--- config.mk ---
export PLATFORM = sky130hd
export DESIGN_NAME = weighted_rr_arbiter
export DESIGN_NICKNAME = d
export VERILOG_FILES = /design/src/rtl/arb_pkg.sv /design/src/rtl/masked_priority_picker.sv /design/src/rtl/weighted_rr_arbiter.sv
export SDC_FILE = /design/constraint.sdc
export NUM_CORES = 1
export LEC_CHECK = 0
export ABC_AREA = 0
export BUFFER_PORTS_ARGS = -buffer_cell sky130_fd_sc_hd__buf_2
export CORE_MARGIN = 4
export CORE_UTILIZATION = 51
export CTS_CLUSTER_SIZE = 28
export DETAILED_ROUTE_END_ITERATION = 12
export HOLD_SLACK_MARGIN = 0.02
export PLACE_DENSITY_LB_ADDON = 0.2
export REMOVE_ABC_BUFFERS = 1
export SETUP_SLACK_MARGIN = 0.15
export SYNTH_ARGS = -nofsm -noshare
export SYNTH_HDL_FRONTEND = slang
export SYNTH_SLANG_ARGS = --single-unit
--- constraint.sdc ---
create_clock -name clk -period 3.15 [get_ports clk]
set_input_delay 0.315 -clock clk [delete_from_list [all_inputs] [get_ports clk]]
set_output_delay 0.315 -clock clk [all_outputs]
set_load 0.02 [all_outputs]
--- src/rtl/arb_pkg.sv ---
// Shared types and helpers for the weighted round-robin arbiter.
package arb_pkg;

  typedef enum logic {IDLE = 1'b0, BUSY = 1'b1} arb_state_e;

  typedef enum logic {MODE_FIXED = 1'b0, MODE_WRR = 1'b1} arb_mode_e;

  localparam int MaxFlatW = 256;

  // Flat weight vectors are zero-extended to MaxFlatW by the caller.
  function automatic logic [31:0] weight_slice(input logic [MaxFlatW-1:0] flat,
                                               input int idx, input int ww);
    logic [MaxFlatW-1:0] sh;
    sh = flat >> (idx * ww);
    return sh[31:0] & ((32'd1 << ww) - 32'd1);
  endfunction

endpackage

--- src/rtl/masked_priority_picker.sv ---
// Combinational winner selection: lowest index, or first at/above pointer with wrap.
module masked_priority_picker
  import arb_pkg::*;
#(
  parameter int NumRequests = 4,
  localparam int IdWidth = $clog2(NumRequests)
) (
  input  logic [NumRequests-1:0] request,
  input  logic [IdWidth-1:0]     pointer,
  input  arb_mode_e              mode,
  output logic [NumRequests-1:0] winner,
  output logic [IdWidth-1:0]     winner_id,
  output logic                   any_valid
);

  logic [NumRequests-1:0] mask;
  logic [NumRequests-1:0] masked;
  logic [NumRequests-1:0] pick_vec;
  logic                   found;

  always_comb begin
    mask = '0;
    for (int i = 0; i < NumRequests; i++) begin
      mask[i] = (i >= int'(pointer));
    end
    masked = request & mask;
    // An empty masked vector means the scan wrapped past the top index.
    pick_vec = (mode == MODE_WRR && |masked) ? masked : request;

    winner    = '0;
    winner_id = '0;
    found     = 1'b0;
    for (int i = 0; i < NumRequests; i++) begin
      if (pick_vec[i] && !found) begin
        winner[i] = 1'b1;
        winner_id = IdWidth'(i);
        found     = 1'b1;
      end
    end
    any_valid = |request;
  end

endmodule

--- src/rtl/weighted_rr_arbiter.sv ---
// Registered N-way arbiter: fixed priority or weighted round-robin, grant held until done.
module weighted_rr_arbiter
  import arb_pkg::*;
#(
  parameter int NumRequests = 4,
  parameter int WeightWidth = 2,
  localparam int IdWidth = $clog2(NumRequests)
) (
  input  logic                               clk,
  input  logic                               reset,
  input  logic                               mode,
  input  logic [NumRequests-1:0]             request,
  input  logic [NumRequests*WeightWidth-1:0] weights,
  input  logic                               done,
  output logic [NumRequests-1:0]             grant,
  output logic                               grant_valid,
  output logic [IdWidth-1:0]                 grant_id
);

  arb_state_e             state, state_d;
  arb_mode_e              mode_e;
  logic [IdWidth-1:0]     pointer, pointer_d, next_ptr, pick_ptr;
  logic [WeightWidth-1:0] credits, credits_d, credits_load;
  logic [NumRequests-1:0] grant_d, winner;
  logic [IdWidth-1:0]     grant_id_d, winner_id;
  logic                   any_valid, grantee_req;

  assign mode_e      = arb_mode_e'(mode);
  assign next_ptr    = (grant_id == IdWidth'(NumRequests - 1)) ? '0 : grant_id + 1'b1;
  // While busy the picker only matters on relinquish, when the pointer moves past the grantee.
  assign pick_ptr    = (state == BUSY) ? next_ptr : pointer;
  assign grantee_req = |(request & grant);
  assign grant_valid = |grant;

  masked_priority_picker #(.NumRequests(NumRequests)) u_picker (
    .request  (request),
    .pointer  (pick_ptr),
    .mode     (mode_e),
    .winner   (winner),
    .winner_id(winner_id),
    .any_valid(any_valid)
  );

  always_comb begin
    credits_load = '0;
    if (mode_e == MODE_WRR) begin
      credits_load = WeightWidth'(weight_slice(MaxFlatW'(weights), int'(winner_id), WeightWidth));
    end
  end

  always_comb begin
    state_d    = state;
    pointer_d  = pointer;
    credits_d  = credits;
    grant_d    = grant;
    grant_id_d = grant_id;
    case (state)
      IDLE: begin
        if (any_valid) begin
          state_d    = BUSY;
          grant_d    = winner;
          grant_id_d = winner_id;
          credits_d  = credits_load;
        end
      end
      BUSY: begin
        if (done || !grantee_req) begin
          if (done && grantee_req && mode_e == MODE_WRR && credits != '0) begin
            credits_d = credits - 1'b1;
          end else begin
            pointer_d = next_ptr;
            if (any_valid) begin
              grant_d    = winner;
              grant_id_d = winner_id;
              credits_d  = credits_load;
            end else begin
              state_d    = IDLE;
              grant_d    = '0;
              grant_id_d = '0;
              credits_d  = '0;
            end
          end
        end
      end
      default: state_d = IDLE;
    endcase
  end

  always_ff @(posedge clk) begin
    if (reset) begin
      state    <= IDLE;
      pointer  <= '0;
      credits  <= '0;
      grant    <= '0;
      grant_id <= '0;
    end else begin
      state    <= state_d;
      pointer  <= pointer_d;
      credits  <= credits_d;
      grant    <= grant_d;
      grant_id <= grant_id_d;
    end
  end

  a_onehot: assert property (@(posedge clk) $onehot0(grant));
  a_valid:  assert property (@(posedge clk) grant_valid == (|grant));
  a_req:    assert property (@(posedge clk) disable iff (reset)
                             (grant_valid && grant != $past(grant)) |-> |(grant & $past(request)));

endmodule
## Yosys cells after proc, flatten, opt, wreduce, memory -nomap -nowiden

Index checks and enable logic that the tools add are counted.

| word-level totals | value |
|---|---|
| flip-flop bits (word level) | 11 |
| input bits | 16 |
| output and inout bits | 7 |
| logic and storage cells | 71 |

| cells by class | value |
|---|---|
| add/subtract/negate cells | 2 |
| magnitude comparators | 3 |
| eq/ne operators | 4 |
| shifts and indexed selects | 1 |
| muxes and demuxes | 32 |
| bitwise logic cells | 4 |
| reductions and logical operators | 20 |

Operators with widths:

| kind | count |
|---|---|
| $mux 2 | 13 |
| $mux 4 | 5 |
| $reduce_or 4->1 | 4 |
| $mux 1 | 10 |
| $and 4x4->4 | 2 |
| $pmux 2 s2 | 2 |
| $pmux 4 s2 | 1 |
| $shr 8x3->2 | 1 |
| $logic_and 1x1->1 | 7 |
| $reduce_and 3->1 | 2 |
| $ge 1x2->1 const A | 2 |
| $logic_not 1->1 | 4 |
| $ne 2x2->1 const B | 2 |
| $add 2x1->2 const B | 1 |
| $eq 2x2->1 const B | 1 |
| $ge 2x2->1 const A | 1 |
| $ne 2x1->1 const B | 1 |
| $not 1->1 | 2 |
| $pmux 1 s2 | 1 |
| $reduce_and 2->1 | 1 |
| $reduce_bool 2->1 | 1 |
| $sub 2x1->2 const B | 1 |
| $logic_or 1x1->1 | 1 |

## Depth between registers and ports, before layout

| depth | value |
|---|---|
| depth after elaboration | 24 |
| mapped depth | 7 |
| mapped depth without buffers | 7 |

## Hierarchy

A second synthesis with hierarchy kept.

| unflattened totals | value |
|---|---|
| cells, all modules | 80 |
| area total of the unflattened synthesis | 730.7 um^2 |

Modules (own cells, without submodules):

| module | times used | cells an instance | area each (um^2) | seq. area each (um^2) |
|---|---|---|---|---|
| weighted_rr_arbiter | 1 | 60 | 621.8 | 220.2 |
| masked_priority_picker | 1 | 20 | 108.9 | 0.0 |

## Least setup slack after synthesis

No wires, ideal clock.

| path | value |
|---|---|
| path type | register to register |
| start point | register grant_id[0] |
| end point | register credits[1] |
| setup time | 0.117 ns |
| arrival time | 2.218 ns |
| required time | 3.033 ns |
| slack | 0.815 ns |
| stages on the path, launching flop included | 8 |
| buffers on the path | 0 |
| clock period less this slack | 2.335 ns |
| cell sequence | dfxtp_1 -> ha_1 -> or3b_4 -> a21o_4 -> a221oi_4 -> a221oi_1 -> a2111oi_0 -> and4b_1 |

| between the ends | value |
|---|---|
| word-level cells in the longest chain between the ends | 24 |
| elaborated cells on any way between the ends | 30 |
| those cells by class | 1 x add/sub; 3 x order compare; 1 x eq/ne; 1 x shift; 15 x mux; 1 x bitwise; 8 x reduce/logical |

Ends and longest elaborated chain:

| what | RTL line | text |
|---|---|---|
| start: declaration | weighted_rr_arbiter.sv:17 | `output logic [IdWidth-1:0] grant_id` |
| start signal: assignment | weighted_rr_arbiter.sv:101 | `grant_id <= grant_id_d;` |
| $add 2x1->2 or $eq 2x2->1 (tied branches) | weighted_rr_arbiter.sv:29 | `assign next_ptr = (grant_id == IdWidth'(NumRequests - 1)) ? '0 : grant_id + 1'b1;` |
| $mux 2 (*) | weighted_rr_arbiter.sv:29 |  |
| $mux 2 (*) | weighted_rr_arbiter.sv:31 | `assign pick_ptr = (state == BUSY) ? next_ptr : pointer;` |
| $ge 1x2->1 or $ge 2x2->1 (tied branches) | masked_priority_picker.sv:24 | `mask[i] = (i >= int'(pointer));` |
| $and 4x4->4 (*) | masked_priority_picker.sv:26 | `masked = request & mask;` |
| $reduce_or 4->1 | masked_priority_picker.sv:28 | `pick_vec = (mode == MODE_WRR && \|masked) ? masked : request;` |
| $logic_and 1x1->1 | masked_priority_picker.sv:28 |  |
| $mux 4 (*) | masked_priority_picker.sv:28 |  |
| (+8 left out) | n/a |  |
| $logic_and 1x1->1 | masked_priority_picker.sv:34 | `if (pick_vec[i] && !found) begin` |
| $mux 2 (*) | masked_priority_picker.sv:34 |  |
| $shr 8x3->2 (*) | arb_pkg.sv:14 | `sh = flat >> (idx * ww);` |
| $mux 2 (*) | weighted_rr_arbiter.sv:46 | `if (mode_e == MODE_WRR) begin` |
| $mux 2 | weighted_rr_arbiter.sv:72 | `if (any_valid) begin` |
| $mux 2 | weighted_rr_arbiter.sv:68 | `if (done && grantee_req && mode_e == MODE_WRR && credits != '0) begin` |
| $mux 2 | weighted_rr_arbiter.sv:67 | `if (done \|\| !grantee_req) begin` |
| $pmux 2 s2 (*) | weighted_rr_arbiter.sv:57 | `case (state)` |
| end signal: assignment | weighted_rr_arbiter.sv:99 | `credits <= credits_d;` |
| end: declaration | weighted_rr_arbiter.sv:23 | `logic [WeightWidth-1:0] credits, credits_d, credits_load;` |

Every way passes the cells marked *; elsewhere a longest branch is shown, timed or not. The select of a mux whose other input is x is not followed.
A chain may end at the register's enable or synchronous reset.

## Final worst setup path

| path | value |
|---|---|
| start point | register grant_id[0] |
| end point | register credits[1] |

| between the ends | value |
|---|---|
| word-level cells in the longest chain between the ends | 24 |
| elaborated cells on any way between the ends | 30 |
| those cells by class | 1 x add/sub; 3 x order compare; 1 x eq/ne; 1 x shift; 15 x mux; 1 x bitwise; 8 x reduce/logical |

Ends and longest elaborated chain:

| what | RTL line | text |
|---|---|---|
| $add 2x1->2 or $eq 2x2->1 (tied branches) | weighted_rr_arbiter.sv:29 |  |
| $mux 2 (*) | weighted_rr_arbiter.sv:29 |  |
| named net next_ptr[1] | weighted_rr_arbiter.sv:22 | `logic [IdWidth-1:0] pointer, pointer_d, next_ptr, pick_ptr;` |
| $mux 2 (*) | weighted_rr_arbiter.sv:31 |  |
| $ge 1x2->1 or $ge 2x2->1 (tied branches) | masked_priority_picker.sv:24 |  |
| $and 4x4->4 (*) | masked_priority_picker.sv:26 |  |
| $reduce_or 4->1 | masked_priority_picker.sv:28 |  |
| $logic_and 1x1->1 | masked_priority_picker.sv:28 |  |
| (+9 left out) | n/a |  |
| $logic_and 1x1->1 | masked_priority_picker.sv:34 |  |
| $mux 2 (*) | masked_priority_picker.sv:34 |  |
| $shr 8x3->2 (*) | arb_pkg.sv:14 |  |
| $mux 2 (*) | weighted_rr_arbiter.sv:46 |  |
| $mux 2 | weighted_rr_arbiter.sv:72 |  |
| $mux 2 | weighted_rr_arbiter.sv:68 |  |
| $mux 2 | weighted_rr_arbiter.sv:67 |  |
| $pmux 2 s2 (*) | weighted_rr_arbiter.sv:57 |  |

Mark *: on every way through the listed nets, which the timed path passes. The rest lies on a longest branch. The select of a mux whose other input is x is not followed.

==> flow_metrics.py <==
metrics = {
    "cells_and_area": {
        "layout_common_cells": "22 x buf_2, 11 x dfxtp_1, 10 x nor2_1, 9 x nand2_1, 9 x a21oi_1",
        "layout-drive-gt1-share_pct": 25.8,
        "num_antenna_cells": 0,
        "layout_commonest_cell": "buf_2",
        "final_core_util_pct": 64.4,
        "final_nets": 147,
        "final_cells": 144,
        "postLayoutCellArea_um2": 1000,
        "syn_to_final_growth_pct": 14.4,
    },
    "placement": {
        "place_congestion": 0.935,
        "post_dp_cell_area_um2": 976,
        "dp_hpwl_um": 1750,
        "numPortBuffers": 22,
        "dp_cells": 140,
        "place_ws_ps": 706,
    },
    "run": {
        "cap_violations": 0,
    },
    "global_route": {
        "grt_util_all_layers_pct": 19.6,
        "grt_pass1_wl_um": 3720,
        "grt_max_degree": 13,
        "overflow": 0,
        "grt_pass1_vias": 771,
        "grt_antenna_before_repair": 0,
    },
    "timing": {
        "drv_slew": 0,
        "setup_ws_ps": 690,
        "timing.final.hold_violations": 0,
        "worst_slew_pin_slew_ps": 554,
        "skew_ps": 17.9,
        "report.final.setup_viol": 0,
        "maxSlewHeadroom_pct": 62.7,
        "max_freq_mhz": 407,
        "fin_tns_setup_ps": 0,
        "finalCritPeriodShare_pct": 78.1,
        "rsz0062_at_grt": "no",
        "finalCriticalPeriod_ps": 2460,
    },
    "drt": {
        "wl_per_cell_um": 15.6,
        "vias": 888,
        "drt_pre_antenna_iters": 4,
        "drt-initial-drc-count": 50,
        "vias_per_cell": 6.17,
        "drc": 0,
        "routed_wl_um": 2250,
        "ant_nets": 0,
    },
    "worst_hold_path": {
        "worstHoldPathCells": 2,
        "min_path_type": "in -> reg",
    },
    "logic_synthesis": {
        "ys_warn_count": 0,
        "yosys_register_bits": 11,
        "synth-edff-count": 0,
        "ys_types": 41,
        "synth-main-ff-cell": "dfxtp_1",
        "async_reset_ff_share_pct": 0,
        "synth-seq-area-share_pct": 25.1,
        "syn_area_um2": 877,
        "avgSynthCellArea_um2": 8.27,
        "synthCells": 106,
    },
    "setup_path": {
        "worstPathRequired_ps": 3340,
        "crit_fanout": 7,
        "reg2reg_depth": 7,
        "crit_type": "reg -> reg",
        "arrival_ps": 2650,
        "crit_path_end_kind": "flop",
        "cp-start-kind": "flop",
    },
    "floorplanning": {
        "core_um2": 1560,
        "io_pins": 23,
        "die-width_um": 49.5,
        "rows": 14,
        "die_h_um": 49.5,
        "dieArea_um2": 2450,
        "start_util_pct": 56.3,
    },
    "clock_network": {
        "h-tree-depth": 1,
        "numCtsBuffers": 3,
        "cts_tree": "yes",
        "ctsResizeCount": 0,
        "clk_latency_ps": 290,
        "clk_pin_slew_worst_paths_ps": 90,
        "cts.sink_count": 11,
        "clockRootBuffer": "clkbuf_4",
        "cts.path.max_buffers": 2,
        "postCtsSetupRepairBufs": 0,
        "ctsHoldBuffers": 0,
    },
    "power_and_ir_drop": {
        "p_int_uw": 256,
        "p_sw_uw": 152,
        "powerDensity_nw_per_um2": 407,
        "p_clk_share_pct": 25.6,
        "p_leak_uw": 0.000435,
        "vdd.ir_drop.worst_v": 0.000267,
        "pwr-share-seq_pct": 39.3,
        "pwr-share-comb_pct": 35.0,
        "swShare_pct": 37.2,
    },
    "run_status": {
        "outcome": "complete, no violations",
    },
}
## per-stage QoR
stage | hold WS, ps | power (uW)
2_1_floorplan | 384 | 260
3_3_place_gp | 464 | 303
3_5_place_dp | 464 | 304
4_1_cts | 361 | 408
5_1_grt | 367 | 436
6_report | 364 | 408
## worst max-delay path, cell delays in order, from the launching register on
cell and delay, ps:
dfxtp_1 350, ha_1 310, mux2i_1 170, nor3_1 460
a2bb2oi_1 380, a221oi_1 120, a2111oi_0 360, and4b_1 230
## Yosys cell counts, drive strengths merged, types with 2 or more instances
| cell | n | share of area [%] |
|---|---|---|
| a22oi | 3 | 2.6 |
| nand2 | 9 | 3.9 |
| a221oi | 4 | 8.0 |
| a21oi | 9 | 5.1 |
| a31oi | 2 | 1.4 |
| nor2 | 10 | 4.3 |
| mux2i | 6 | 6.8 |
| dfxtp | 11 | 25 |
| a31o | 2 | 2.0 |
| ha | 2 | 2.9 |
| o21ai | 4 | 2.3 |
| inv | 7 | 3.0 |
| buf | 3 | 3.1 |
| a211oi | 4 | 4.0 |
| o22ai | 2 | 1.4 |
| nand2b | 6 | 4.3 |
## logic make-up (layout without fill, tap and decap cells)
| group | Yosys count | in the layout | share of synthesized area [%] |
|---|---|---|---|
| fa+ha+maj | 2 | 2 | 2.85 |
| mux | 6 | 6 | 6.85 |
| simple gates | 36 | 36 | 21.3 |
| flops | 11 | 11 | 25.1 |
| buf+inv | 11 | 33 | 6.56 |
| compound gates | 40 | 40 | 37.4 |
## area by class of cell
class,count,area (um2)
Clock buffer,3,22.5
Sequential cell,11,220
Multi-Input combinational cell,84,599
Inverter,7,26.3
Clock inverter,1,5.00
Fill cell,154,556
Tap cell,16,20.0
Timing Repair Buffer,22,110
## power by group through the flow
stage | registers, uW | logic (uW) | clock network (uW)
after floorplan | 169 | 91.3 | 0
after global placement | 163 | 141 | 0
after detailed placement | 164 | 141 | 0
after CTS | 160 | 142 | 106
after global routing | 163 | 155 | 118
final | 160 | 143 | 105
## sequential cells by signal, summed over array words and instances (netlist names)
register / cells
grant_id: 2
pointer: 2
grant: 4
state: 1
credits: 2
## metal layers
layer	vias to the layer above	track usage, %	wire (um)
met5	-	0	0
met4	0	4.15	23
met3	4	6.02	166
met2	34	28.1	992
met1	401	28.5	1070
li1	449	-	-
## final timing paths
path / slack, ps / endpoint / start
max: 690 / credits[1]$_SDFFE_PP0P_ / grant_id[0]$_SDFFE_PP0P_
min: 360 / grant[0]$_SDFFE_PP0P_ / reset
max reg2reg: 690 / credits[1]$_SDFFE_PP0P_ / grant_id[0]$_SDFFE_PP0P_
min reg2reg: 480 / grant_id[1]$_SDFFE_PP0P_ / grant_id[1]$_SDFFE_PP0P_
Power figures use the tool's default switching activity.
